===== config.mk =====
export PLATFORM = sky130hd
export DESIGN_NAME = vga_pattern_gen_flat
export DESIGN_NICKNAME = d
export VERILOG_FILES = /design/src/rtl/vga_pkg.sv /design/src/rtl/vga_pattern_gen_if.sv /design/src/rtl/vga_box_motion.sv /design/src/rtl/vga_pattern_gen.sv /design/src/flat_wrapper.sv
export SDC_FILE = /design/constraint.sdc
export NUM_CORES = 1
export LEC_CHECK = 0
export BUFFER_PORTS_ARGS = -buffer_cell sky130_fd_sc_hd__buf_2
export CAP_MARGIN = 15
export CORE_UTILIZATION = 45
export DETAILED_ROUTE_END_ITERATION = 8
export PLACE_DENSITY = 0.63
export SYNTH_ARGS = -nofsm -noshare
export SYNTH_HDL_FRONTEND = slang
export SYNTH_SLANG_ARGS = --single-unit

===== constraint.sdc =====
create_clock -name clk -period 2.23 [get_ports clk]
set_clock_uncertainty 0.2 [all_clocks]
set_input_delay 0.446 -clock clk [delete_from_list [all_inputs] [get_ports clk]]
set_output_delay 0.446 -clock clk [all_outputs]
set_load 0.02 [all_outputs]

===== src/rtl/vga_pkg.sv =====
// vga_pkg: shared geometry, pattern modes, colour tables and pipeline stage types
package vga_pkg;
    localparam int H_ACTIVE = 1280;
    localparam int V_ACTIVE = 720;
    localparam int BOX_SIZE = 64;
    localparam int BOX_STEP = 2;
    typedef enum logic [1:0] {MODE_BARS, MODE_CHECK, MODE_GRAD, MODE_BOX} mode_e;
    // white, yellow, cyan, green, magenta, red, blue, black
    localparam logic [23:0] BAR_RGB [8] = '{
        24'hFFFFFF, 24'hFFFF00, 24'h00FFFF, 24'h00FF00,
        24'hFF00FF, 24'hFF0000, 24'h0000FF, 24'h000000
    };
    localparam logic [23:0] BOX_BG = 24'h000040;
    typedef struct packed {
        logic       hs;
        logic       vs;
        logic       de;
        mode_e      mode;
        logic [2:0] bar;
        logic       chk;
        logic [7:0] r;
        logic [7:0] g;
        logic       hit;
    } s1_t;
    typedef struct packed {
        logic        hs;
        logic        vs;
        logic        de;
        logic [23:0] rgb;
    } s2_t;
endpackage


===== src/rtl/vga_pattern_gen_if.sv =====
// vga_pattern_gen_if: timing stream from the sync generator and re-aligned RGB stream to the encoder
//   *_in  : hsync/vsync (active-low), de, col/row pixel address
//   *_out : hsync/vsync/de delayed, rgb {R,G,B}
//   master = sync-generator/encoder side, slave = pattern generator
interface vga_pattern_gen_if;
    logic        hsync_in;
    logic        vsync_in;
    logic        de_in;
    logic [10:0] col_in;
    logic [10:0] row_in;
    logic        hsync_out;
    logic        vsync_out;
    logic        de_out;
    logic [23:0] rgb_out;
    modport master (output hsync_in, vsync_in, de_in, col_in, row_in,
                    input  hsync_out, vsync_out, de_out, rgb_out);
    modport slave  (input  hsync_in, vsync_in, de_in, col_in, row_in,
                    output hsync_out, vsync_out, de_out, rgb_out);
endinterface


===== src/rtl/vga_box_motion.sv =====
// vga_box_motion: one axis of the bouncing box, position in [0, ACTIVE-SIZE]
//   clk, rst_n : pixel clock, async active-low reset
//   adv        : frame-start pulse, advances the position by STEP
//   pos        : current box edge position
module vga_box_motion import vga_pkg::*; #(
    parameter int ACTIVE = H_ACTIVE,
    parameter int SIZE   = BOX_SIZE,
    parameter int STEP   = BOX_STEP
) (
    input  logic        clk,
    input  logic        rst_n,
    input  logic        adv,
    output logic [10:0] pos
);
    localparam logic [10:0] HI   = 11'(ACTIVE - SIZE);
    localparam logic [10:0] TURN = 11'(ACTIVE - SIZE - STEP);
    localparam logic [10:0] ST   = 11'(STEP);
    logic [10:0] pos_q, pos_d;
    logic        dir_q, dir_d;
    // dir_q = 1 means moving towards zero
    always_comb begin
        pos_d = pos_q;
        dir_d = dir_q;
        if (adv && !dir_q) begin
            pos_d = (pos_q >= TURN) ? HI : pos_q + ST;
            dir_d = (pos_q >= TURN);
        end else if (adv) begin
            pos_d = (pos_q <= ST) ? 11'd0 : pos_q - ST;
            dir_d = (pos_q > ST);
        end
    end
    always_ff @(posedge clk or negedge rst_n) begin
        if (!rst_n) begin
            pos_q <= '0;
            dir_q <= 1'b0;
        end else begin
            pos_q <= pos_d;
            dir_q <= dir_d;
        end
    end
    assign pos = pos_q;
endmodule


===== src/rtl/vga_pattern_gen.sv =====
// vga_pattern_gen: 2-stage test-pattern source with frame-synchronous mode select
//   clk, rst_n : pixel clock, async active-low reset
//   vid        : timing in / delayed timing + rgb out
//   mode_req   : requested pattern, taken only at frame start
//   mode_cur   : pattern in effect
//   frame_cnt  : frame-start counter, wraps at 256
module vga_pattern_gen import vga_pkg::*; (
    input  logic              clk,
    input  logic              rst_n,
    vga_pattern_gen_if.slave  vid,
    input  logic [1:0]        mode_req,
    output logic [1:0]        mode_cur,
    output logic [7:0]        frame_cnt
);
    localparam s1_t S1_RST = '{hs: 1'b1, vs: 1'b1, de: 1'b0, mode: MODE_BARS, bar: 3'd0,
                               chk: 1'b0, r: 8'd0, g: 8'd0, hit: 1'b0};
    localparam s2_t S2_RST = '{hs: 1'b1, vs: 1'b1, de: 1'b0, rgb: 24'd0};
    s1_t         s1_q, s1_d;
    s2_t         s2_q, s2_d;
    mode_e       mode_q, mode_d;
    logic [7:0]  frame_q, frame_d;
    logic        fs;
    logic [10:0] box_x, box_y, bar_div;
    logic [11:0] c12, r12, bx12, by12;
    logic [23:0] pix;
    // stage-1 vsync doubles as the edge register; reset to 1 blocks a spurious fs
    assign fs = s1_q.vs & ~vid.vsync_in;
    vga_box_motion #(.ACTIVE(H_ACTIVE), .SIZE(BOX_SIZE), .STEP(BOX_STEP)) u_box_x (
        .clk(clk), .rst_n(rst_n), .adv(fs), .pos(box_x));
    vga_box_motion #(.ACTIVE(V_ACTIVE), .SIZE(BOX_SIZE), .STEP(BOX_STEP)) u_box_y (
        .clk(clk), .rst_n(rst_n), .adv(fs), .pos(box_y));
    always_comb begin
        mode_d  = fs ? mode_e'(mode_req) : mode_q;
        frame_d = fs ? frame_q + 8'd1 : frame_q;
        bar_div = vid.col_in / 11'd160;
        c12     = {1'b0, vid.col_in};
        r12     = {1'b0, vid.row_in};
        bx12    = {1'b0, box_x};
        by12    = {1'b0, box_y};
        s1_d    = '{hs: vid.hsync_in, vs: vid.vsync_in, de: vid.de_in, mode: mode_q,
                    bar: (bar_div > 11'd7) ? 3'd7 : bar_div[2:0],
                    chk: vid.col_in[5] ^ vid.row_in[5],
                    r: vid.col_in[10:3], g: vid.row_in[9:2],
                    hit: (c12 >= bx12) && (c12 < bx12 + 12'(BOX_SIZE)) &&
                         (r12 >= by12) && (r12 < by12 + 12'(BOX_SIZE))};
        pix     = (s1_q.mode == MODE_BARS)  ? BAR_RGB[s1_q.bar] :
                  (s1_q.mode == MODE_CHECK) ? {24{s1_q.chk}} :
                  (s1_q.mode == MODE_GRAD)  ? {s1_q.r, s1_q.g, s1_q.r ^ s1_q.g} :
                  s1_q.hit ? 24'hFFFFFF : BOX_BG;
        s2_d    = '{hs: s1_q.hs, vs: s1_q.vs, de: s1_q.de, rgb: s1_q.de ? pix : 24'd0};
    end
    always_ff @(posedge clk or negedge rst_n) begin
        if (!rst_n) begin
            s1_q    <= S1_RST;
            s2_q    <= S2_RST;
            mode_q  <= MODE_BARS;
            frame_q <= '0;
        end else begin
            s1_q    <= s1_d;
            s2_q    <= s2_d;
            mode_q  <= mode_d;
            frame_q <= frame_d;
        end
    end
    assign vid.hsync_out = s2_q.hs;
    assign vid.vsync_out = s2_q.vs;
    assign vid.de_out    = s2_q.de;
    assign vid.rgb_out   = s2_q.rgb;
    assign mode_cur      = mode_q;
    assign frame_cnt     = frame_q;
endmodule


===== src/flat_wrapper.sv =====
// flat-port wrapper written by rule: the top's interface ports become plain ports
module vga_pattern_gen_flat import vga_pkg::*;
  (clk, rst_n, mode_req, mode_cur, frame_cnt, vid_hsync_in, vid_vsync_in, vid_de_in, vid_col_in, vid_row_in, vid_hsync_out, vid_vsync_out, vid_de_out, vid_rgb_out);
  vga_pattern_gen_if vid_i ();
  input  logic clk;
  input  logic rst_n;
  input  logic [1:0] mode_req;
  output logic [1:0] mode_cur;
  output logic [7:0] frame_cnt;
  input wire logic [$bits(vid_i.hsync_in)-1:0] vid_hsync_in;
  input wire logic [$bits(vid_i.vsync_in)-1:0] vid_vsync_in;
  input wire logic [$bits(vid_i.de_in)-1:0] vid_de_in;
  input wire logic [$bits(vid_i.col_in)-1:0] vid_col_in;
  input wire logic [$bits(vid_i.row_in)-1:0] vid_row_in;
  output wire logic [$bits(vid_i.hsync_out)-1:0] vid_hsync_out;
  output wire logic [$bits(vid_i.vsync_out)-1:0] vid_vsync_out;
  output wire logic [$bits(vid_i.de_out)-1:0] vid_de_out;
  output wire logic [$bits(vid_i.rgb_out)-1:0] vid_rgb_out;
  assign vid_i.hsync_in = vid_hsync_in;
  assign vid_i.vsync_in = vid_vsync_in;
  assign vid_i.de_in = vid_de_in;
  assign vid_i.col_in = vid_col_in;
  assign vid_i.row_in = vid_row_in;
  assign vid_hsync_out = vid_i.hsync_out;
  assign vid_vsync_out = vid_i.vsync_out;
  assign vid_de_out = vid_i.de_out;
  assign vid_rgb_out = vid_i.rgb_out;
  vga_pattern_gen u_core (.clk(clk), .rst_n(rst_n), .vid(vid_i), .mode_req(mode_req), .mode_cur(mode_cur), .frame_cnt(frame_cnt));
endmodule

==> results.yml <==
synthesis:
  synth_compound_area_share_pct: 19.2
  yosys.cell_types.count: 68
  syn_area_mm2: 0.00488
  synth.avg_cell_area_um2: 9.92
  synthMuxAreaShare_pct: 0.846
  syn_nets: 564
  yosys.area_share.xor_xnor_pct: 4.66
  yosys_warnings: 0
  ys_seq_elements: 85
  synthAdderAreaFrac_pct: 11.0
  synth_edf_count: 0
  synth_top_family_by_area: "compound AO/OA/AOI/OAI gates"
  ys_seq_area_share_pct: 43.7
  synth_cells: 492
  synth_flop_cell: "dfrtp_1"
  synthArstFlopShare_pct: 100
  yosys.area_share.simple_pct: 16.1
finish:
  diodes: 0
  final-seq-area_mm2: 0.00213
  fin_nets: 690
  multiInputGateArea_mm2: 0.00265
  drive_above_1_share_pct: 31.0
  fillers: 912
  area_growth_pct: 26.9
  final_core_utilization_pct: 59.5
  final_area_mm2: 0.00620
timing:
  post-route-period-util_pct: 101
  setup_slack_ps: -22.3
  rsz0062_at_grt: "true"
  tns_ps: -80.9
  max_freq_mhz: 444
  slew_headroom_pct: 59.0
  hold_viol_final: 0
  min_period_ps: 2250
  setup_viol: 6
  worst_slew_pin_slew_ps: 614
  report.final.slew_viol_count: 0
floorplanning:
  die_w_um: 106
  die_area_mm2: 0.0113
  num_io_pins: 66
  initial_core_util_pct: 46.9
  rows: 37
  coreArea_mm2: 0.0104
  die_y_um: 106
clock_tree:
  worstSkewPairLatency_ps: 370
  cts_buffer_depth: 2
  cts_root_buf: "clkbuf_8"
  cts_made_buffers: 9
  cts_tree: "done"
  htreeDepth: 3
  cts_sinks: 85
  cts.clk_slew.worst_paths_ps: 100
pwr:
  powerDensity_mw_per_mm2: 1070
  leakage_nw: 2.88
  ir_drop_mv: 0.613
  p_total_w: 0.00666
global_routing:
  grt_pass1_vias: 4223
  track_usage_pct: 22.9
  grt_pass1_wl_um: 20300
  grt.overflow.total: 0
  grt_max_degree: 31
  antenna_found_initial: 0
placement:
  post_dp_cell_area_mm2: 0.00571
  port_buffers: 63
  pre_cts_ws_ps: -108
  dp_hpwl_um: 8900
  place_congestion: 0.902
drt:
  via_count: 4208
  vias_per_cell: 5.54
  drt_iter0_drc: 228
  drc: 0
  drt_wl_total_um: 12200
  drtAntennaViolNets: 0
  drtPass1Iterations: 4
  wl_per_cell_um: 16.1
critical_path:
  cp_slowest_stage_delay_ps: 390
  path_cells: "ha_2 -> a2111o_1 -> a221o_1 -> a21oi_4 -> buf_6 -> nand3b_1 -> a32oi_1"
  path_max_fanout: 7
  crit_type: "reg2reg"
  cp.arrival_ps: 2340
  crit_path_end_kind: "flip-flop"
  crit_path_start: "u_core.u_box_y.pos[1]"
  reg2reg_slack_ps: -20
  critPathSlowestCell: "dfrtp_1"
  worst-path-buf-inv: 1
  worstSetupStartpointType: "flip-flop"
  required_ps: 2320
  cp_top_family: "compound AO/OA/AOI/OAI gates"
  reg2reg_to: "u_core.u_box_y.pos[6]"
  reg2reg_depth: 7
  r2r-start: "u_core.u_box_y.pos[1]"
run_status:
  violations: "setup timing"
  outcome: "complete, but fails checks"
min_path:
  min_to: "u_core.s1_q[4]"
  hold_path_class: "in2reg"
  hold_path_depth: 1
  hp-start: "vid_row_in[5]"
job:
  maxCapViolations: 0
-- sequential cells by signal (all words and copies together) (netlist names) --
name,cells
u_core.u_box_y.pos,10
u_core.u_box_x.pos,10
u_core.frame_cnt,8
u_core.u_box_y.dir_q,1
u_core.mode_cur,2
u_core.vid.hsync_out,1
u_core.u_box_x.dir_q,1
u_core.vid.rgb_out,24
u_core.vid.de_out,1
u_core.vid.vsync_out,1
u_core.s1_q,26
-- per-stage QoR --
step | hold slack (ps) | instances
3_5_place_dp | 147 | 725
4_1_cts | 11.0 | 755
2_1_floorplan | -49.6 | 492
6_report | 28.5 | 759
5_1_grt | 17.0 | 759
3_3_place_gp | 146 | 725
-- cell usage in the layout (no fill, tap or decap), drive strengths merged, types with 9 or more instances in the layout --
cell,netlist,final
buf,11,133
dfrtp,81,81
ha,43,43
a21oi,36,36
nand2,34,34
inv,27,30
o21ai,24,24
xnor2,23,23
nor2,22,22
nand3,21,21
o21a,19,19
nand2b,12,12
nor3,12,12
clkbuf,13,9
-- power by group --
part,leakage (nW),switching (W),internal (W),total [W]
Sequential,1.02,0.000286,0.00186,0.00214
Clock,0.102,0.000630,0.000535,0.00117
Combinational,1.76,0.00182,0.00153,0.00335
Total,2.88,0.00273,0.00392,0.00666
-- worst max-delay path by stage --
stage | endpoint | slack [ps] | cells past startpoint
6_report | u_core.u_box_y.pos[6] | -20 | 7
3_5_place_dp | u_core.s1_q[0] | -110 | 9
5_1_grt | u_core.u_box_y.pos[6] | -120 | 7
4_1_cts | u_core.u_box_y.pos[6] | -40 | 7
2_1_floorplan | u_core.u_box_y.pos[7] | 20 | 6
3_3_place_gp | u_core.s1_q[0] | -30 | 9
-- cells in the mapped netlist (3+ instances only) --
cell	n	area (um2)
ha_1	43	538
o41ai_1	3	26.3
a21oi_1	35	175
nor4_1	5	31.3
inv_1	27	101
nor2b_1	5	31.3
o211ai_1	7	52.6
clkbuf_1	13	48.8
a311oi_1	3	26.3
buf_2	7	35.0
dfrtp_1	81	2030
nor3b_1	3	22.5
a221o_1	3	30.0
o2111ai_1	4	35.0
nand3_1	21	105
a32oi_1	4	35.0
nor3_1	11	55.1
a31oi_1	4	25.0
xnor2_1	23	201
or3_1	6	37.5
nand2b_1	12	75.1
a221oi_1	3	26.3
nand2_1	34	128
nor2_1	21	78.8
dfstp_2	4	105
and3_1	6	37.5
nand4_1	7	43.8
o21a_1	19	143
o21ai_0	23	115
mux2i_1	3	30.0
xor2_1	3	26.3
a211oi_1	4	30.0
-- metal layers --
metal  GRT usage (%)  vias up  wire (um)
li1                -     2050          -
met1            29.6     2008       5380
met5               0        -          0
met2            38.7      131       5950
met4            8.04        0        222
met3            3.86       19        644
-- kinds of logic after synthesis --
family	after synthesis
buf+inv	52
fa+ha+maj	43
xor+xnor	26
mux	4
simple gates	147
flops	85
compound gates	135
-- final cells by class --
class	count	share of cell area, %
Multi-Input combinational cell	355	42.8
Clock buffer	9	2.00
Timing Repair Buffer	139	15.0
Tap cell	136	2.75
Inverter	28	1.70
Sequential cell	85	34.4
Clock inverter	7	1.35
-- what timing repair did --
action	in CTS	in global routing
hold buffers	6	0
setup buffers	8	4
endpoints found under the setup margin	6	19
pin swaps	12	12
resized for setup	17	20
endpoints found under the hold margin	32	0
Power figures use the tool's default switching activity.
